### config.mk
export PLATFORM = sky130hd
export DESIGN_NAME = z80_reti_dec
export DESIGN_NICKNAME = d
export VERILOG_FILES = /design/src/rtl/z80_reti_dec.sv
export SDC_FILE = /design/constraint.sdc
export NUM_CORES = 1
export LEC_CHECK = 0
export CAP_MARGIN = 10
export CORE_ASPECT_RATIO = 1.2
export CORE_UTILIZATION = 53
export CTS_BUF_LIST = sky130_fd_sc_hd__clkbuf_2 sky130_fd_sc_hd__clkbuf_4 sky130_fd_sc_hd__clkbuf_8
export DETAILED_ROUTE_END_ITERATION = 7
export GPL_ROUTABILITY_DRIVEN = 0
export GPL_TIMING_DRIVEN = 1
export HOLD_SLACK_MARGIN = 0.08
export PLACE_DENSITY = 0.83
export REMOVE_ABC_BUFFERS = 1
export SETUP_SLACK_MARGIN = 0.5
export SYNTH_ARGS = -nofsm -noshare
export SYNTH_HDL_FRONTEND = slang
export SYNTH_SLANG_ARGS = --single-unit
export TNS_END_PERCENT = 100
### constraint.sdc
create_clock -name I_CLK -period 2.9 [get_ports I_CLK]
set_input_delay 0.58 -clock I_CLK [delete_from_list [all_inputs] [get_ports I_CLK]]
set_output_delay 0.58 -clock I_CLK [all_outputs]
set_load 0.05 [all_outputs]
### src/rtl/z80_reti_dec.sv
// z80_reti_dec
// Watches Z80 bus cycles and generates the daisy-chain strobes that Z80-family
// peripherals (CTC, PIO, SIO) expect. It tracks opcode prefixes so that only a
// genuine ED 4D (RETI) or ED 45 (RETN) produces a pulse. It also keeps an
// interrupt nesting depth that rises on each acknowledge and falls on each RETI.
//
// Ports
//   I_CLK       system clock
//   I_RESET_n   asynchronous active-low reset
//   I_CLKEN     CPU clock enable; every sample and every state update is gated by it
//   I_M1_n, I_MREQ_n, I_IORQ_n, I_RD_n   CPU bus strobes (active low)
//   I_D         CPU data-in bus (opcode byte during a fetch)
//   O_SPM1      registered interrupt-acknowledge (special M1)
//   O_RETI      one-CLKEN-period pulse after an ED 4D commits
//   O_RETN      one-CLKEN-period pulse after an ED 45 commits
//   O_PFX       prefix state: 0=IDLE 1=CB 2=DDFD 3=ED
//   O_DEPTH     interrupt nesting depth (saturating)
module z80_reti_dec #(
  parameter int DEPTH_W = 4
) (
  input  logic               I_CLK,
  input  logic               I_RESET_n,
  input  logic               I_CLKEN,
  input  logic               I_M1_n,
  input  logic               I_MREQ_n,
  input  logic               I_IORQ_n,
  input  logic               I_RD_n,
  input  logic [7:0]         I_D,
  output logic               O_SPM1,
  output logic               O_RETI,
  output logic               O_RETN,
  output logic [1:0]         O_PFX,
  output logic [DEPTH_W-1:0] O_DEPTH
);

  typedef enum logic [1:0] {
    S_IDLE = 2'd0,
    S_CB   = 2'd1,
    S_DDFD = 2'd2,
    S_ED   = 2'd3
  } pfx_t;

  localparam logic [7:0] OP_CB = 8'hCB;
  localparam logic [7:0] OP_DD = 8'hDD;
  localparam logic [7:0] OP_ED = 8'hED;
  localparam logic [7:0] OP_FD = 8'hFD;
  localparam logic [7:0] OP_RETI = 8'h4D;
  localparam logic [7:0] OP_RETN = 8'h45;

  localparam logic [DEPTH_W-1:0] DEPTH_ONE = {{(DEPTH_W-1){1'b0}}, 1'b1};
  localparam logic [DEPTH_W-1:0] DEPTH_MAX = {DEPTH_W{1'b1}};

  pfx_t               state, state_nxt;
  logic [7:0]         op_r;
  logic               fetch_r;
  logic [DEPTH_W-1:0] depth_nxt;

  logic fetch, intack, commit, reti_hit, retn_hit, depth_inc, depth_dec;

  // Bus cycle classification (only meaningful on CLKEN cycles).
  assign fetch  = ~I_M1_n & ~I_MREQ_n & ~I_RD_n;
  assign intack = ~I_M1_n & ~I_IORQ_n;

  // The opcode is acted on once M1 has gone away; the byte seen last during
  // the fetch is the one that counts.
  assign commit = I_M1_n & fetch_r;

  assign reti_hit = commit && (state == S_ED) && (op_r == OP_RETI);
  assign retn_hit = commit && (state == S_ED) && (op_r == OP_RETN);

  // Depth counts the 0->1 edge of the registered acknowledge, i.e. it moves in
  // the same CLKEN cycle that O_SPM1 rises.
  assign depth_inc = intack & ~O_SPM1;
  assign depth_dec = reti_hit;

  always_comb begin
    state_nxt = state;
    if (commit) begin
      unique case (state)
        S_IDLE: begin
          if (op_r == OP_CB)                        state_nxt = S_CB;
          else if (op_r == OP_ED)                   state_nxt = S_ED;
          else if (op_r == OP_DD || op_r == OP_FD)  state_nxt = S_DDFD;
          else                                      state_nxt = S_IDLE;
        end
        // Second byte of a CB opcode: never a prefix, so CB ED stays out of ED.
        S_CB: state_nxt = S_IDLE;
        S_DDFD: begin
          // DD CB d op: displacement and final byte are not M1 fetches.
          if (op_r == OP_ED)                        state_nxt = S_ED;
          else if (op_r == OP_DD || op_r == OP_FD)  state_nxt = S_DDFD;
          else                                      state_nxt = S_IDLE;
        end
        S_ED:    state_nxt = S_IDLE;
        default: state_nxt = S_IDLE;
      endcase
    end
  end

  always_comb begin
    depth_nxt = O_DEPTH;
    if (depth_inc && !depth_dec && O_DEPTH != DEPTH_MAX)
      depth_nxt = O_DEPTH + DEPTH_ONE;
    else if (depth_dec && !depth_inc && O_DEPTH != '0)
      depth_nxt = O_DEPTH - DEPTH_ONE;
  end

  always_ff @(posedge I_CLK or negedge I_RESET_n) begin
    if (!I_RESET_n) begin
      state   <= S_IDLE;
      op_r    <= 8'h00;
      fetch_r <= 1'b0;
      O_SPM1  <= 1'b0;
      O_RETI  <= 1'b0;
      O_RETN  <= 1'b0;
      O_DEPTH <= '0;
    end else if (I_CLKEN) begin
      state <= state_nxt;
      // fetch needs M1 low and commit needs M1 high, so they never coincide.
      if (fetch) begin
        op_r    <= I_D;
        fetch_r <= 1'b1;
      end else if (commit) begin
        fetch_r <= 1'b0;
      end
      O_SPM1  <= intack;
      O_RETI  <= reti_hit;
      O_RETN  <= retn_hit;
      O_DEPTH <= depth_nxt;
    end
  end

  assign O_PFX = state;

endmodule

==> metrics <==
initial antenna violation count 0; Final setup viols 0; Final ANT Viol Nets 0; vias in the first global route 641; Crit path buffers/inverters 1; Initial DRT Pass Iterations 4; f_max 429 MHz; Final Cycle Share between 80% and 90%; Critical Path Fanout Max 3; min Tclk post-route 2.33 ns; crit path cell chain clkdlybuf4s50_1 > nor3_4 > nand2_2 > ha_1 > and3_1 > or2_2 > o31ai_2 > xor2_1; Seq/Total Area, Yosys 49.0%; CP max stage delay 0.47 ns; Slew @ Worst Pin between 0.8 and 0.9 ns; Critical Path RT approximately 3.1 ns; Die Wd 40 um; H-tree lvl count 1; CP Launch Point I_M1_n; Worst Path Class, Setup in -> reg; wire per inst around 15 um; Critical Path Sink Type flop; RSZ-0062 raised after global routing false; Post-Route WL 1.80 mm; Seq cells post-synth 18; reg2reg end O_DEPTH[3]; Synth Warn # 0; Fin. Hold Viols 0; CTS tree built; Root Buffer clkbuf_4; share of cells above drive strength 1 27.0%; worst reg2reg startpoint O_SPM1; Peak VDD IR 426 uV; Std-Cell Rows 16; Distinct cells, synth 32; HP Class reg -> reg; Hold Path Depth 1; first-pass GRT wire length about 2.7 mm; Mapped Area 918 um^2; via/cell ratio 5.82; IO Pins 24; syn avg cell area 12.9 um^2; final std cells w/o fill approximately 120; Chip Height 47.6 um; Port Buffer Count 23; diode count 0; CP max-delay cell clkdlybuf4s50_1; clk_skew 0.00184 ns; WP data arrival 2.56 ns; largest net degree at the start of global routing 19; CTS sink cnt 18; dpl cells approximately 110; Initial Util 56.6%; r2r worst-path depth 7; CORE AREA 1620 um^2; max-slew violations 0; P_leak 0.546 nW; min-delay src fetch_r; DRC Markers 0; setup TNS 0 ns; Max-Slew Margin vs Limit between 40% and 50%; Crit path max-delay family simple AND/OR/NAND/NOR gates; max-capacitance violation count 0; total grt overflow 0; dpl hpwl about 1.3 mm; Area Overhead vs Synth 34.3%; DIE AREA 1900 um^2; cell count after synthesis 71; Max clock buf depth 2; gr usage total between 20% and 30%; status completed; vias 687; total CTS buffers 3; worst skew pair latency 0.30 ns; Worst setup SP type input port; Worst R2R Setup Slack 0.82 ns; Reg clk slew, reported paths 0.11 ns; Worst Hold End fetch_r; Power Density 751 nW/um^2; Final nets 119; DRT iter0 DRCs 12
area by class of cell:
class	count	area [um^2]
Fill cell	104	388
Timing Repair Buffer	25	248
Multi-Input combinational cell	51	469
Tap cell	18	22.5
Clock buffer	4	36.3
Inverter	2	7.51
Sequential cell	18	450
cell usage in the layout (no fill, tap or decap), types with 2 or more instances in the layout:
master / Yosys / routed
nand3_1: 2 / 2
and3_1: 2 / 2
clkbuf_4: 0 / 3
clkdlybuf4s50_1: 0 / 22
xor2_1: 3 / 3
buf_4: 0 / 2
nand2_1: 4 / 3
ha_1: 2 / 2
dfrtp_1: 18 / 18
a21o_1: 2 / 2
mux2_2: 11 / 11
o21ai_0: 3 / 3
inv_1: 2 / 2
flip-flops by register name (all words and copies together) (netlist names):
| name | count |
|---|---|
| op_r | 8 |
| O_DEPTH | 4 |
| O_PFX | 2 |
| O_RETI | 1 |
| O_RETN | 1 |
| O_SPM1 | 1 |
| fetch_r | 1 |
synthesized netlist by cell type:
library cell | instances | area (um^2)
nor3_2 | 1 | 10.0
dfrtp_1 | 18 | 450
nand4b_4 | 1 | 23.8
inv_1 | 2 | 7.51
o31ai_2 | 1 | 12.5
nor2b_1 | 1 | 6.26
o2111ai_1 | 1 | 8.76
nor4b_4 | 1 | 23.8
o41ai_1 | 1 | 8.76
nand3_2 | 1 | 10.0
or2_4 | 1 | 8.76
o21ai_2 | 1 | 8.76
nand3_1 | 2 | 10.0
ha_1 | 2 | 25.0
a21oi_1 | 1 | 5.00
xor2_1 | 3 | 26.3
nor2_1 | 1 | 3.75
and3_1 | 2 | 12.5
mux2_2 | 11 | 124
nor4_1 | 1 | 6.26
and4bb_2 | 1 | 12.5
nor4b_1 | 1 | 8.76
nor3_1 | 1 | 5.00
nand3b_1 | 1 | 7.51
nand4_1 | 1 | 6.26
o21ai_0 | 3 | 15.0
nor3b_1 | 1 | 7.51
o31ai_1 | 1 | 7.51
fa_1 | 1 | 20.0
nand2_1 | 4 | 15.0
a21o_1 | 2 | 15.0
or2_2 | 1 | 6.26
kinds of logic after synthesis:
| family | count (synthesis) | synth area share, % |
|---|---|---|
| AO/OA/AOI/OAI | 11 | 8.85 |
| XOR/XNOR | 3 | 2.86 |
| adder cells (fa/ha/maj) | 3 | 4.90 |
| buffers and inverters | 2 | 0.818 |
| flip-flops | 18 | 49.0 |
| multiplexers | 11 | 13.5 |
| AND/OR/NAND/NOR | 23 | 20.0 |
through the flow:
| step | total power [mW] | utilization, % | instance area, um^2 | setup WS, ns | hold slack [ns] |
|---|---|---|---|---|---|
| floorplan | 0.634 | - | 918 | 0.645 | 0.284 |
| global placement | 0.748 | 72.7 | 1180 | 0.202 | 0.479 |
| detailed placement | 0.769 | 72.7 | 1180 | 0.105 | 0.489 |
| CTS | 0.931 | 75.5 | 1220 | 0.532 | 0.515 |
| global route | 0.977 | 76.1 | 1230 | 0.516 | 0.529 |
| finish | 0.927 | 76.1 | 1230 | 0.567 | 0.510 |
where the power goes:
group	switching (mW)	leakage [nW]	internal, mW
combinational	0.211	0.300	0.173
clock	0.0815	0.0210	0.0766
sequential	0.0741	0.224	0.310
per-layer routing:
| metal | global-route usage [%] | vias up | part of all wire, % |
|---|---|---|---|
| li1 | - | 322 | - |
| met4 | 15.9 | 0 | 1.8 |
| met1 | 22.8 | 336 | 38 |
| met2 | 39.4 | 25 | 55 |
| met5 | 0 | - | 0 |
| met3 | 4.19 | 4 | 5.0 |
worst reg2reg max path, stage by stage, from the launching register on:
cell	delay (ns)
dfrtp_1	0.44
nor3_4	0.25
nand2_2	0.11
ha_1	0.33
and3_1	0.21
or2_2	0.30
o31ai_2	0.20
xor2_1	0.17
what timing repair did:
action	CTS	global route
resized for setup	2	1
pin swaps	1	1
endpoints found under the setup margin	1	1
hold buffers	0	0
buffers inserted	0	1
how the worst max path moves through the flow:
stage,to,slack (ns),cells after the start
6_report,O_DEPTH[3],0.57,8
3_5_place_dp,O_DEPTH[3],0.11,8
4_1_cts,O_DEPTH[3],0.53,8
2_1_floorplan,O_DEPTH[3],0.64,7
5_1_grt,O_DEPTH[3],0.52,8
3_3_place_gp,O_DEPTH[3],0.20,8
Note: power is estimated with default switching activity, not from simulation.
